## src/rtl/csi_rx_pkg.sv

```systemverilog
// csi_rx_pkg: shared constants for the CSI-2 receive packet handler
// Data types, FSM encoding, header ECC parity masks and the CRC-16 byte helper.
package csi_rx_pkg;

   localparam logic [5:0] DT_FS       = 6'h00;
   localparam logic [5:0] DT_FE       = 6'h01;
   localparam logic [5:0] DT_LS       = 6'h02;
   localparam logic [5:0] DT_LE       = 6'h03;
   localparam logic [5:0] DT_RAW10    = 6'h2B;
   localparam logic [5:0] DT_LONG_MIN = 6'h10;

   localparam logic [1:0] ST_IDLE     = 2'd0;
   localparam logic [1:0] ST_PAYLOAD  = 2'd1;
   localparam logic [1:0] ST_CRC_WAIT = 2'd2;

   // Parity masks P0..P5 over header bits D0..D23; ECC_MASK[k] is Pk
   localparam logic [5:0][23:0] ECC_MASK = {
      24'hEFFC00, 24'hDF03F0, 24'hB8E38E, 24'h749A6D, 24'hF2555B, 24'hF12CB7
   };

   // Reflected CRC-16 (0x1021 -> 0x8408) over the first n bytes of a word, byte0 first
   function automatic logic [15:0] crc16_bytes(input logic [15:0] crc, input logic [31:0] data,
                                               input logic [2:0] n);
      logic [15:0] c;
      c = crc;
      for (int i = 0; i < 4; i++) begin
         if (3'(i) < n) begin
            c = c ^ {8'h00, data[8*i +: 8]};
            for (int b = 0; b < 8; b++) c = c[0] ? ((c >> 1) ^ 16'h8408) : (c >> 1);
         end
      end
      return c;
   endfunction

endpackage

```

## src/rtl/csi_rx_hdr_ecc.sv

```systemverilog
// csi_rx_hdr_ecc: syndrome and single-bit correction for the 24-bit CSI-2 packet header
// A syndrome equal to a data column flips that bit; a one-hot syndrome is an ECC-bit error.
module csi_rx_hdr_ecc
   import csi_rx_pkg::*;
(
   input  logic [23:0] hdr,
   input  logic [5:0]  ecc,
   output logic [23:0] hdr_fixed,
   output logic        corrected,
   output logic        fatal
);

   logic [5:0] syn;
   logic       hit;

   // Recompute parity, locate a flipped data bit by its syndrome column and flip it back
   always_comb begin
      logic [5:0] col;
      col = '0;
      syn = ecc;
      for (int k = 0; k < 6; k++) syn[k] = syn[k] ^ (^(hdr & ECC_MASK[k]));
      hdr_fixed = hdr;
      hit = 1'b0;
      for (int i = 0; i < 24; i++) begin
         for (int k = 0; k < 6; k++) col[k] = ECC_MASK[k][i];
         if (syn == col) begin
            hdr_fixed[i] = ~hdr[i];
            hit = 1'b1;
         end
      end
      corrected = hit || $onehot(syn);
      fatal = (syn != 6'd0) && !corrected;
   end

endmodule

```

## src/rtl/csi_rx_packet_handler.sv

```systemverilog
// csi_rx_packet_handler: CSI-2 header decode with ECC, payload forwarding and short-packet strobes
// Defining CSI_RX_CRC_CHECK_EN adds a CRC-16 payload check and the crc_err output.
module csi_rx_packet_handler
   import csi_rx_pkg::*;
#(
   parameter logic [15:0] MAX_WC    = 16'hFFFF,
   parameter logic [1:0]  VC_FILTER = 2'd0
) (
   input  logic        clock,
   input  logic        reset_n,
   input  logic        enable,
   input  logic [31:0] data_in,
   input  logic        din_valid,
   output logic        packet_done,
   output logic [31:0] payload,
   output logic        payload_valid,
   output logic [5:0]  data_type,
   output logic [15:0] word_count,
   output logic        frame_start,
   output logic        frame_end,
   output logic        line_start,
   output logic        line_end,
   output logic        ecc_corrected,
   output logic        ecc_fatal,
`ifdef CSI_RX_CRC_CHECK_EN
   output logic        pkt_abort,
   output logic        crc_err
`else
   output logic        pkt_abort
`endif
);

   logic [1:0]  state;
   logic [14:0] words_left;
   logic [1:0]  vc;
   logic [23:0] hdr_fixed;
   logic        hdr_corrected;
   logic        hdr_fatal;
   logic [5:0]  hdr_dt;
   logic [1:0]  hdr_vc;
   logic [15:0] hdr_wc;
   logic        hdr_long;
   logic        hdr_short_hit;
   logic        wc_bad;
   logic [16:0] wc_round;
   logic        last_word;
   logic        need_wait;
   logic        unused_ok;

   csi_rx_hdr_ecc u_hdr_ecc (
      .hdr       (data_in[23:0]),
      .ecc       (data_in[29:24]),
      .hdr_fixed (hdr_fixed),
      .corrected (hdr_corrected),
      .fatal     (hdr_fatal)
   );

   assign hdr_dt        = hdr_fixed[5:0];
   assign hdr_vc        = hdr_fixed[7:6];
   assign hdr_wc        = hdr_fixed[23:8];
   assign hdr_long      = hdr_dt >= DT_LONG_MIN;
   assign hdr_short_hit = !hdr_long && (hdr_vc == VC_FILTER);
   assign wc_bad        = hdr_long && ({1'b0, hdr_wc} > {1'b0, MAX_WC});
   assign wc_round      = {1'b0, hdr_wc} + 17'd3;
   assign last_word     = words_left == 15'd1;
   assign unused_ok     = ^{data_in[31:30], wc_round[1:0]};

`ifdef CSI_RX_CRC_CHECK_EN
   logic [1:0]  rem;
   logic [15:0] crc_q;
   logic [15:0] crc_word;
   logic [7:0]  crc_lo;
   logic [2:0]  nbytes;
   logic        crc_bad_now;
   logic        crc_bad_wait;

   assign need_wait    = (rem == 2'd0) || (rem == 2'd3);
   assign nbytes       = (last_word && rem != 2'd0) ? {1'b0, rem} : 3'd4;
   assign crc_word     = crc16_bytes(crc_q, data_in, nbytes);
   assign crc_bad_now  = crc_word != ((rem == 2'd1) ? data_in[23:8] : data_in[31:16]);
   assign crc_bad_wait = crc_q != ((rem == 2'd3) ? {data_in[7:0], crc_lo} : data_in[15:0]);

   // Accumulate the payload CRC and flag a mismatch alongside the closing packet_done
   always_ff @(posedge clock) begin
      if (!reset_n) begin
         rem     <= '0;
         crc_q   <= '0;
         crc_lo  <= '0;
         crc_err <= 1'b0;
      end else if (!enable) begin
         crc_err <= 1'b0;
      end else begin
         crc_err <= 1'b0;
         if (state == ST_IDLE && din_valid) begin
            crc_q <= 16'hFFFF;
            rem   <= hdr_wc[1:0];
         end
         if (state == ST_PAYLOAD && din_valid) begin
            crc_q   <= crc_word;
            crc_lo  <= data_in[31:24];
            crc_err <= last_word && !need_wait && crc_bad_now;
         end
         if (state == ST_CRC_WAIT && din_valid) crc_err <= crc_bad_wait;
      end
   end
`else
   assign need_wait = 1'b0;
`endif

   // Packet FSM: decode header, stream payload words, raise strobes and completion pulses
   always_ff @(posedge clock) begin
      if (!reset_n) begin
         state         <= ST_IDLE;
         words_left    <= '0;
         vc            <= '0;
         payload       <= '0;
         payload_valid <= 1'b0;
         data_type     <= '0;
         word_count    <= '0;
         packet_done   <= 1'b0;
         frame_start   <= 1'b0;
         frame_end     <= 1'b0;
         line_start    <= 1'b0;
         line_end      <= 1'b0;
         ecc_corrected <= 1'b0;
         ecc_fatal     <= 1'b0;
         pkt_abort     <= 1'b0;
      end else if (!enable) begin
         {packet_done, payload_valid, frame_start, frame_end, line_start, line_end} <= '0;
         {ecc_corrected, ecc_fatal, pkt_abort} <= '0;
      end else begin
         {packet_done, payload_valid, frame_start, frame_end, line_start, line_end} <= '0;
         {ecc_corrected, ecc_fatal, pkt_abort} <= '0;
         case (state)
            ST_IDLE: begin
               if (din_valid) begin
                  if (hdr_fatal || wc_bad) begin
                     ecc_fatal   <= 1'b1;
                     packet_done <= 1'b1;
                  end else begin
                     data_type     <= hdr_dt;
                     word_count    <= hdr_wc;
                     vc            <= hdr_vc;
                     ecc_corrected <= hdr_corrected;
                     frame_start   <= hdr_short_hit && hdr_dt == DT_FS;
                     frame_end     <= hdr_short_hit && hdr_dt == DT_FE;
                     line_start    <= hdr_short_hit && hdr_dt == DT_LS;
                     line_end      <= hdr_short_hit && hdr_dt == DT_LE;
                     if (!hdr_long || hdr_wc == 16'd0) begin
                        packet_done <= 1'b1;
                     end else begin
                        words_left <= wc_round[16:2];
                        state      <= ST_PAYLOAD;
                     end
                  end
               end
            end
            ST_PAYLOAD: begin
               if (din_valid) begin
                  payload       <= data_in;
                  payload_valid <= vc == VC_FILTER;
                  words_left    <= words_left - 15'd1;
                  if (last_word) begin
                     state       <= need_wait ? ST_CRC_WAIT : ST_IDLE;
                     packet_done <= !need_wait;
                  end
               end else begin
                  pkt_abort   <= 1'b1;
                  packet_done <= 1'b1;
                  state       <= ST_IDLE;
               end
            end
            ST_CRC_WAIT: begin
               if (din_valid) begin
                  packet_done <= 1'b1;
                  state       <= ST_IDLE;
               end
            end
            default: state <= ST_IDLE;
         endcase
      end
   end

endmodule

```

## config.mk

```make
export PLATFORM = sky130hd
export DESIGN_NAME = csi_rx_packet_handler
export DESIGN_NICKNAME = d
export VERILOG_FILES = /design/src/rtl/csi_rx_pkg.sv /design/src/rtl/csi_rx_hdr_ecc.sv /design/src/rtl/csi_rx_packet_handler.sv
export SDC_FILE = /design/constraint.sdc
export NUM_CORES = 1
export LEC_CHECK = 0
export CAP_MARGIN = 20
export CORE_MARGIN = 10
export CORE_UTILIZATION = 40
export DETAILED_ROUTE_END_ITERATION = 16
export PLACE_DENSITY = 0.73
export RECOVER_POWER = 50
export SLEW_MARGIN = 0
export SYNTH_ARGS = -nofsm -noshare
export SYNTH_HDL_FRONTEND = slang
export SYNTH_SLANG_ARGS = --single-unit
```

## constraint.sdc

```tcl
create_clock -name clock -period 4.43 [get_ports clock]
set_input_delay 0.443 -clock clock [delete_from_list [all_inputs] [get_ports clock]]
set_output_delay 0.443 -clock clock [all_outputs]
set_load 0.005 [all_outputs]
```

Word level (Yosys, flattened, before mapping) --
Index checks and enable logic that the tools add are counted.
Cells by class: order comparisons 1, multiplexer cells 69, bitwise gates (word level) 35, add/sub/neg operators 7, reductions and logical operators 32, equality and inequality tests 37
Operators by type and width (number):
- $reduce_xor 24->1 | 6
- $eq 6x6->1 const B | 13
- $mux 15 | 4
- $mux 1 | 56
- $eq 6x5->1 const B | 7
- $pmux 15 s2 | 1
- $not 1->1 | 29
- $eq 6x4->1 const B | 3
- $add 16x2->17 const B | 1
- $logic_not 16->1 | 1
- $eq 15x1->1 const B | 1
- $sub 15x1->15 const B | 1
- $eq 6x2->1 const B | 2
- $mux 2 | 6
- $reduce_and 4->1 | 3
- $reduce_and 6->1 | 2
- $ne 2x2->1 const B | 5
- $add 1x1->2 | 3
- $add 3x3->3 | 2
- $eq 6x1->1 const B | 1
- $eq 6x3->1 const B | 1
- $ge 6x5->1 const B | 1
- $logic_and 1x1->1 | 6
- $logic_not 2->1 | 3
- other kinds (15) | 23
Word-level totals: word-level logic and storage cells 196, bits in registers 82, input port bits 36, output and inout port bits 63

Depth between registers and ports, before layout --
Gate-level depths: netlist (run 1).
word-level depth 33, depth in mapped cells 22, gate-level depth less buffers 19

Modules after synthesis --
Synthesis (run 1) repeated with hierarchy kept, for this count alone.
Second synthesis, totals: cell total of the unflattened synthesis 620, area, all modules 5022.3 um2
By module, submodules not included:
- csi_rx_packet_handler | instances 1, sequential area each 1621.6 um2, cells an instance 449, area an instance 3552.2 um2
- csi_rx_hdr_ecc | instances 1, sequential area each 0.0 um2, cells an instance 171, area an instance 1470.2 um2

Least setup slack after synthesis (run 1) --
No wires, ideal clock.
path kind input to register, from in data_in[11], to reg data_type[4], stages on the path 19, arrival time 4436 ps, setup time 86 ps, setup slack -92 ps, buffers on the path 3, path through buf_6 xnor2_1 xnor3_2 xor2_2 a21oi_1 nor2_1 inv_1 fa_1 inv_1 ha_1 xor2_1 a32oi_1 nand3_1 a221oi_1 nand2_1 and3_1 clkbuf_1 clkbuf_1 a211oi_1
On the way: longest elaborated chain between the ends 32, elaborated cells between the ends (all ways) 67, those cells by class 5 x add/sub; 25 x eq/ne; 25 x mux; 4 x bitwise; 8 x reduce/logical
RTL lines:
- from (decl) | RTL line csi_rx_packet_handler.sv:12 | input logic [31:0] data_in,
- $reduce_xor 24->1 | RTL line csi_rx_hdr_ecc.sv:21 | for (int k = 0; k < 6; k++) syn[k] = syn[k] ^ (^(hdr & ECC_MASK[k]));
- $xor 1x1->1 | RTL line csi_rx_hdr_ecc.sv:21
- $eq 6x3->1 | RTL line csi_rx_hdr_ecc.sv:26 | if (syn == col) begin
- $mux 1 (24 in series) | RTL line csi_rx_hdr_ecc.sv:26
- $logic_or 1x1->1 | RTL line csi_rx_hdr_ecc.sv:31 | corrected = hit || $onehot(syn);
- $logic_not 1->1 | RTL line csi_rx_hdr_ecc.sv:32 | fatal = (syn != 6'd0) && !corrected;
- $logic_and 1x1->1 | RTL line csi_rx_hdr_ecc.sv:32
- $not 1->1 (no source line)
- $reduce_and 4->1 (no source line)
- to (signal assigned) | RTL line csi_rx_packet_handler.sv:141 | data_type <= hdr_dt;
- to (decl) | RTL line csi_rx_packet_handler.sv:17 | output logic [5:0] data_type,
Several ways; a longest one is shown, not always the timed one. A chain may end at the register's enable or synchronous reset.

Final worst setup path (run 1) --
from in data_in[22], to reg word_count[14]
On the way: longest elaborated chain between the ends 32, elaborated cells between the ends (all ways) 72, those cells by class 5 x add/sub; 25 x eq/ne; 25 x mux; 7 x bitwise; 10 x reduce/logical
RTL lines:
- $reduce_xor 24->1 | RTL line csi_rx_hdr_ecc.sv:21
- $xor 1x1->1 | RTL line csi_rx_hdr_ecc.sv:21
- $eq 6x3->1 | RTL line csi_rx_hdr_ecc.sv:26
- $mux 1 (24 in series) | RTL line csi_rx_hdr_ecc.sv:26
- $logic_or 1x1->1 | RTL line csi_rx_hdr_ecc.sv:31
- $logic_not 1->1 | RTL line csi_rx_hdr_ecc.sv:32
- $logic_and 1x1->1 | RTL line csi_rx_hdr_ecc.sv:32
- $not 1->1 (no source line)
- $reduce_and 4->1 (no source line)
- to (signal assigned) | RTL line csi_rx_packet_handler.sv:142 | word_count <= hdr_wc;
- to (decl) | RTL line csi_rx_packet_handler.sv:18 | output logic [15:0] word_count,
Several ways; a longest one is shown, not always the timed one.

==> results of run 1 <==
layout make-up:
type                    instances  area, um2
flip-flops and latches         81       1620
clock buffers                  12        267
repair buffers                220       1980
inverters                      23       86.3
clock inverters                 4       73.8
fillers                      1192       5230
well taps                     176        220
multi-input cells             543       3770
flip-flops by register name, summed over array words and instances (netlist names), 2 cells and up:
name and cells:
vc 2, payload 32, word_count 16, data_type 6
words_left 15
final timing paths:
kind / start / end / depth (start not counted)
setup / recovery: data_in[22] / word_count[14] / 21
setup reg to reg: state[0] / payload[2] / 6
hold / removal: vc[0] / payload_valid / 1
hold reg to reg: vc[0] / payload_valid / 1
critical path: stages:
cell	delay (ps)
clkdlybuf4s50_1	470
buf_4	210
xnor2_2	220
xnor2_1	180
xnor2_1	140
xnor2_1	240
ha_2	230
inv_1	60
fa_1	510
inv_1	40
ha_1	190
xor2_1	140
a32oi_1	230
nand3_1	120
a221oi_2	240
buf_4	170
nand2_1	60
and3_1	240
buf_6	190
nor2_1	140
a211oi_2	60
power breakdown:
group / total, mW / switching (mW) / internal, mW / leakage [nW]
Combinational: 3.65 / 1.93 / 1.72 / 2.58
Clock: 0.852 / 0.312 / 0.540 / 0.169
Sequential: 0.950 / 0.0904 / 0.860 / 0.656
Total: 5.45 / 2.33 / 3.12 / 3.40
layer usage:
| layer | vias up | routed length (um) | track usage (%) |
|---|---|---|---|
| li1 | 2774 | - | - |
| met1 | 2621 | 7800 | 23.0 |
| met2 | 147 | 8970 | 32.1 |
| met3 | 26 | 1280 | 6.24 |
| met4 | 0 | 489 | 8.05 |
| met5 | - | 0 | 0 |
repair_timing:
action | CTS | global route
setup endpoints to repair | 7 | 39
pin swaps | 1 | 19
gates resized for setup | 5 | 54
setup buffers | 0 | 1
gates cloned | 0 | 1
cells by family (layout without fill, tap and decap cells):
group,Yosys count,count (layout)
and+or+nand+nor,268,268
xor gates and xnor gates,97,97
muxes,6,6
adders and majority gates,16,16
DFF,81,81
buffers and inverters,75,259
AOI/OAI and AO/OA,156,156
cells in the final DEF (no fill, tap or decap), types with 10 or more instances in the layout:
master           count
nand2_1            102
nor3_1              10
buf_4              110
a21oi_1             48
nor4_1              10
nand3_1             28
clkbuf_16           10
xor2_1              26
nand2b_1            10
a211oi_1            19
dlymetal6s2s_1      15
nor2_1              53
ha_1                12
inv_1               20
dfxtp_1             81
dlygate4sd3_1       63
o21ai_0             26
clkdlybuf4s50_1     18
xnor2_2             15
xnor2_1             44
through the flow:
| stage | std cells | TNS [ps] | utilization [%] | worst slack (ps) |
|---|---|---|---|---|
| final | 1059 | 0 | 60.5 | 85.3 |
| after global routing | 1059 | -1390 | 60.5 | -97.8 |
| after CTS | 1057 | 0 | 58.4 | 17.5 |
| after detailed placement | 1041 | -13930 | 55.7 | -405 |
| after global placement | 1041 | -8850 | 55.7 | -298 |
| after floorplan | 699 | 0 | - | 4.32 |
==> reports/qor.yml, run 1 <==
sta:
  slew_headroom_pct: -6.59
  clock_skew_ps: 6.02
  whs_ps: 436
  hold_violations: 0
  fin_crit_ps: 4340
  worst_slew_pin_slew_ps: 1600
  setup_violations: 0
  period_share_pct: 98.1
  fmax_ghz: 0.230
  drv_slew: 34
logic_synthesis:
  avgSynthCellArea_um2: 7.76
  yosys.cell_types.count: 69
  synth_top_area_share_pct: 29.9
  syn_nets: 751
  synth_warnings: 0
  yosys.area_share.adder_pct: 3.96
  synth_area_leaders: "dfxtp_1 30%, xnor2_1 9.7%, nand2_1 7.1%, xor2_1 5.0%, a21oi_1 4.4%"
  synth_cells: 699
  async_flop_share_pct: 0
  ys_seq_area_share_pct: 29.9
  yosysMostFrequentCell: "nand2_1"
  synth_edf_count: 0
  synth.largest_area_cell: "dfxtp_1"
  synthMuxAreaShare_pct: 1.15
  synth_compound_area_share_pct: 18.2
  synthTopCellsByCount: "102 x nand2_1, 81 x dfxtp_1, 60 x xnor2_1"
  synth_seq_cells: 81
  synth_xor_area_share_pct: 17.0
  synth.cell_area_mm2: 0.00543
  synth_top_family_by_area: "simple AND/OR/NAND/NOR gates"
  synth-simple-area-share_pct: 24.2
  yosys_most_used_dff: "dfxtp_1"
global_route:
  grt_first_pass_wirelength_mm: 28.8
  grt_max_degree: 39
  grt_pass1_vias: 5458
  gr-usage-all-layers_pct: 19.5
  overflow: 0
  antenna_found_initial: 0
status:
  violations: "capacitance limit, slew limit"
  status: "finished, violations left"
power_and_ir_drop:
  power_density_mw_per_mm2: 680
  p_leak_nw: 3.40
  p_total_mw: 5.45
  vdd_drop_max_v: 0.000432
final_layout:
  n_antenna_cell: 0
  drive_gt1_share_pct: 21.1
  nets: 930
  final_area_mm2: 0.00802
  area_growth_pct: 47.7
placed_design:
  hpwl_mm: 14.1
  placed_cell_area_mm2: 0.00738
  gp_congestion: 0.907
  port_buffers: 98
clocking:
  clkTransAtPathRegs_ps: 60
  cts.sinks: 81
  cts_buffers: 9
  clock_latency_ps: 350
  cts_tree: "done"
  ctsHoldBuffers: 0
  clockRootBuffer: "clkbuf_16"
  cts_buffer_depth: 2
  cts_max_level: 3
route:
  drt_iter0_markers: 300
  drc: 0
  wl_per_cell_um: 17.5
  postRouteAntennaNets: 0
  wl_mm: 18.5
  first_pass_iters: 4
  vias_per_cell: 5.26
  via_count: 5568
worst_setup_path:
  path_max_fanout: 22
  reg2reg_slack_ps: 690
  setup.worst_path.end_class: "register"
  worst_setup_path_start_kind: "input port"
  worstPathArrival_ps: 4560
  crit_required_ps: 4640
  critPathKind: "in -> reg"
floorplanning:
  ios: 99
  start_util_pct: 41.0
  die_h_um: 136
  coreArea_mm2: 0.0132
  die_w_um: 136
  dieArea_mm2: 0.0186
  fp-row-count: 42
min_path:
  hp-class: "reg -> reg"
run:
  maxCapViolCount: 1
No activity file was read; power rests on OpenSTA's default activity.
==> run 2, diff against run 1 <==
--- a/config.mk
+++ b/config.mk
@@ -5,11 +5,12 @@
 export SDC_FILE = /design/constraint.sdc
 export NUM_CORES = 1
 export LEC_CHECK = 0
+export ABC_AREA = 1
 export CAP_MARGIN = 20
 export CORE_MARGIN = 10
 export CORE_UTILIZATION = 40
 export DETAILED_ROUTE_END_ITERATION = 16
-export PLACE_DENSITY = 0.73
+export PLACE_DENSITY = 0.66
 export RECOVER_POWER = 50
 export SLEW_MARGIN = 0
 export SYNTH_ARGS = -nofsm -noshare
==> run 2 against run 1 <==
The flow now finishes without violations. Total power shrank 22%. Combinational power fell by 33%. Clock skew hardly changed. Global-route usage decreased by 1.1 points. Synthesized cell count is 19% higher. Register-to-register slack improved by 1800 ps. Utilization fell by 4.1 points. Routed wire length is 2.7% lower. Maximum frequency grew 5.0%. Cell area is 3.1% lower. Via count grew 5.2%. Area after synthesis grew 2.7%. Critical path type unchanged. Largest power group unchanged.
==> reports/qor.yml, run 2 <==
worst_setup_path:
  critPathLaunch: "data_in[16]"  # was data_in[22]
  path_max_fanout: 19  # was 22
  rr_worst_depth: 13  # was 6
  endpoint: "words_left[7]"  # was word_count[14]
  worst_setup_path_start_kind: "input port"  # unchanged
  setup.worst_path.end_class: "register"  # unchanged
  crit_required_ps: 4680  # was 4640 ps
  r2r_end: "words_left[14]"  # was payload[2]
  reg2reg_slack_ps: 2500  # was 690 ps
  worstPathArrival_ps: 4390  # was 4560 ps
  reg2reg_from: "words_left[0]"  # was state[0]
  critPathKind: "in -> reg"  # unchanged
floorplanning:
  die_h_um: 138  # was 136 um
  dieArea_mm2: 0.0191  # was 0.0186 mm2
  coreArea_mm2: 0.0138  # was 0.0132 mm2
  fp-row-count: 43  # was 42
  die_w_um: 138  # was 136 um
  ios: 99  # unchanged
  start_util_pct: 40.5  # was 41.0%
logic_synthesis:
  synth_area_leaders: "dfxtp_1 29%, nand2_1 12%, nand3_1 8.7%, xor2_1 6.3%, a21oi_1 5.6%"  # was dfxtp_1 30%, xnor2_1 9.7%, nand2_1 7.1%, xor2_1 5.0%, a21oi_1 4.4%
  synth.cell_area_mm2: 0.00557  # was 0.00543 mm2
  yosys.cell_types.count: 41  # was 69
  synth_seq_cells: 81  # unchanged
  yosys_most_used_dff: "dfxtp_1"  # unchanged
  synth_top_area_share_pct: 29.1  # was 29.9%
  ys_seq_area_share_pct: 29.1  # was 29.9%
  avgSynthCellArea_um2: 6.68  # was 7.76 um2
  synth_warnings: 0  # unchanged
  syn_nets: 887  # was 751
  synthTopCellsByCount: "174 x nand2_1, 97 x nand3_1, 81 x dfxtp_1"  # was 102 x nand2_1, 81 x dfxtp_1, 60 x xnor2_1
  synth_edf_count: 0  # unchanged
  yosysMostFrequentCell: "nand2_1"  # unchanged
  async_flop_share_pct: 0  # unchanged
  synth_cells: 835  # was 699
  synth.largest_area_cell: "dfxtp_1"  # unchanged
final_layout:
  layout_commonest_cell: "nand2_1"  # was buf_4
  reg_top3: "payload (32), word_count (16), words_left (15)"  # unchanged
  largest_reg_flops: 32  # unchanged
  area_growth_pct: 39.3  # was 47.7%
  multiInputGateArea_mm2: 0.00344  # was 0.00377 mm2
  final_area_mm2: 0.00777  # was 0.00802 mm2
  regMostFlops: "payload"  # unchanged
  drive_gt1_share_pct: 18.4  # was 21.1%
  nets: 1056  # was 930
  final_cell_mix: "172 x nand2_1, 98 x buf_4, 97 x nand3_1"  # was 110 x buf_4, 102 x nand2_1, 81 x dfxtp_1
  fillers: 1375  # was 1192
  seq_area_mm2: 0.00162  # about the same
sta:
  fmax_ghz: 0.242  # was 0.230 GHz
  rsz0062_at_grt: "yes"
  setup_violations: 0  # unchanged
  fin_crit_ps: 4140  # was 4340 ps
  hold_violations: 0  # unchanged
  finalSetupTns_ps: 0  # unchanged
  clock_skew_ps: 6.15  # was 6.02 ps
  period_share_pct: 93.4  # was 98.1%
  slew_headroom_pct: 43.0  # was -6.59%
  drv_slew: 0  # was 34
  whs_ps: 427  # was 436 ps
  worst_slew_pin_slew_ps: 852  # was 1600 ps
power_and_ir_drop:
  switching_share_pct: 42.6  # was 42.7%
  vdd_drop_max_v: 0.000378  # was 0.000432 V
  p_comb_share_pct: 58.2  # was 67.0%
  clkPwrFrac_pct: 20.9  # was 15.6%
  power_density_mw_per_mm2: 544  # was 680 mW/mm2
  p_int_mw: 2.43  # was 3.12 mW
  p_leak_nw: 3.69  # was 3.40 nW
  p_total_mw: 4.23  # was 5.45 mW
  seqPwrFrac_pct: 20.9  # was 17.4%
  p_switching_mw: 1.80  # was 2.33 mW
placed_design:
  hpwl_mm: 14.3  # was 14.1 mm
  gp_congestion: 0.985  # was 0.907
  port_buffers: 98  # unchanged
  placed_cell_area_mm2: 0.00730  # was 0.00738 mm2
clocking:
  clkTransAtPathRegs_ps: 60  # about the same
  cts_max_level: 3  # unchanged
  cts_buffers: 9  # unchanged
  cts_buffer_depth: 2  # unchanged
  cts.sinks: 81  # unchanged
  cts_tree: "done"  # unchanged
  clock_latency_ps: 360  # was 350 ps
  clockRootBuffer: "clkbuf_16"  # unchanged
route:
  wl_per_cell_um: 15.2  # was 17.5 um
  via_count: 5860  # was 5568
  postRouteAntennaNets: 0  # unchanged
  drc: 0  # unchanged
  vias_per_cell: 4.92  # was 5.26
  drt_iter0_markers: 333  # was 300
  wl_mm: 18.0  # was 18.5 mm
  first_pass_iters: 6  # was 4
global_route:
  overflow: 0  # unchanged
  gr-usage-all-layers_pct: 18.4  # was 19.5%
  antenna_found_initial: 1  # was 0
  grt_first_pass_wirelength_mm: 29.1  # was 28.8 mm
  grt_pass1_vias: 5592  # was 5458
  grt_max_degree: 53  # was 39
min_path:
  hp-class: "reg -> reg"  # unchanged
run:
  maxCapViolCount: 0  # was 1
status:
  status: "finished, final reports clean"  # was finished, violations left
## run 2: changes by cell type in the layout (fill, tap and decap cells not counted), sizes merged, moves of 10 or more
| cell | change |
|---|---|
| dlymetal6s2s | -10 |
| clkdlybuf4s50 | +11 |
| a211oi | -23 |
| buf | -17 |
| a21oi | +15 |
| inv | +64 |
| o21ai | +18 |
| nand3 | +79 |
| nand2 | +95 |
| nand2b | -10 |
| xnor2 | -38 |
| nor4 | -10 |
| nor2 | +32 |
## run 2: power groups by stage
| stage | Clock [mW] | Sequential (mW) | Combinational (mW) |
|---|---|---|---|
| 3_5_place_dp | 0 | 0.899 | 2.34 |
| 2_1_floorplan | 0 | 0.894 | 1.56 |
| 5_1_grt | 0.924 | 0.893 | 2.76 |
| 4_1_cts | 0.901 | 0.884 | 2.34 |
| 3_3_place_gp | 0 | 0.898 | 2.32 |
| 6_report | 0.885 | 0.882 | 2.46 |
## run 2: how the worst min path moves through the flow
stage	start	end	cells after the start
floorplan	vc[0]	payload_valid	1
CTS	vc[1]	payload_valid	1
global route	vc[1]	payload_valid	1
detailed placement	vc[1]	payload_valid	1
global placement	vc[1]	payload_valid	1
finish	vc[1]	payload_valid	1
## run 2: metrics by stage
step / utilization, % / std cells / setup slack (ps)
detailed placement: 53.0 / 1170 / -142
floorplan: - / 835 / 425
global placement: 53.0 / 1170 / -125
CTS: 55.5 / 1186 / 208
finish: 56.4 / 1190 / 292
global route: 56.4 / 1190 / -45.8
## run 2: area by class of cell
cell class / count / area share, %
Multi-Input combinational cell: 625 / 44.3
Clock buffer: 9 / 2.90
Antenna cell: 1 / 0.0322
Sequential cell: 81 / 20.9
Clock inverter: 7 / 1.63
Timing Repair Buffer: 199 / 23.0
Inverter: 88 / 4.32
Tap cell: 180 / 2.90
## run 2: logic make-up (layout without fill, tap and decap cells)
kind of cell    Yosys count  after routing  share of synthesized area [%]
flops                    81             81                           29.1
fa+ha+maj                16             16                           3.86
compound gates          122            122                           11.4
simple gates            424            424                           35.5
other cells               0              1                              0
buf+inv                 129            303                           10.1
xor+xnor                 63             63                           10.0
## run 2: routing by layer
metal  track usage (%)  routed length, um  vias to the layer above
li1                  -                  -                     3039
met1              23.4               8200                     2628
met2              28.3               8050                      171
met3              6.16               1390                       22
met4              6.49                397                        0
met5                 0                  0                        -
## run 2: what timing repair did
action,4_1_cts,5_1_grt
buffers inserted,0,2
endpoints found under the setup margin,0,44
hold buffers,0,0
resized for setup,0,24
## run 2: worst max-delay path: stages
cell	delay, ps
clkdlybuf4s50_1	450
xor2_1	190
xnor2_1	260
xor2_1	200
xor2_1	190
xor2_1	290
inv_1	110
ha_1	280
inv_1	40
fa_1	350
ha_1	280
nor2_1	100
nand3_1	70
nand3_1	90
nor4_2	40
nand2_1	60
inv_1	40
nand3_2	70
nor2_4	50
a21oi_4	190
nand3_2	170
nand2_8	180
nand2_1	70
nor2_1	100
nor2_1	50
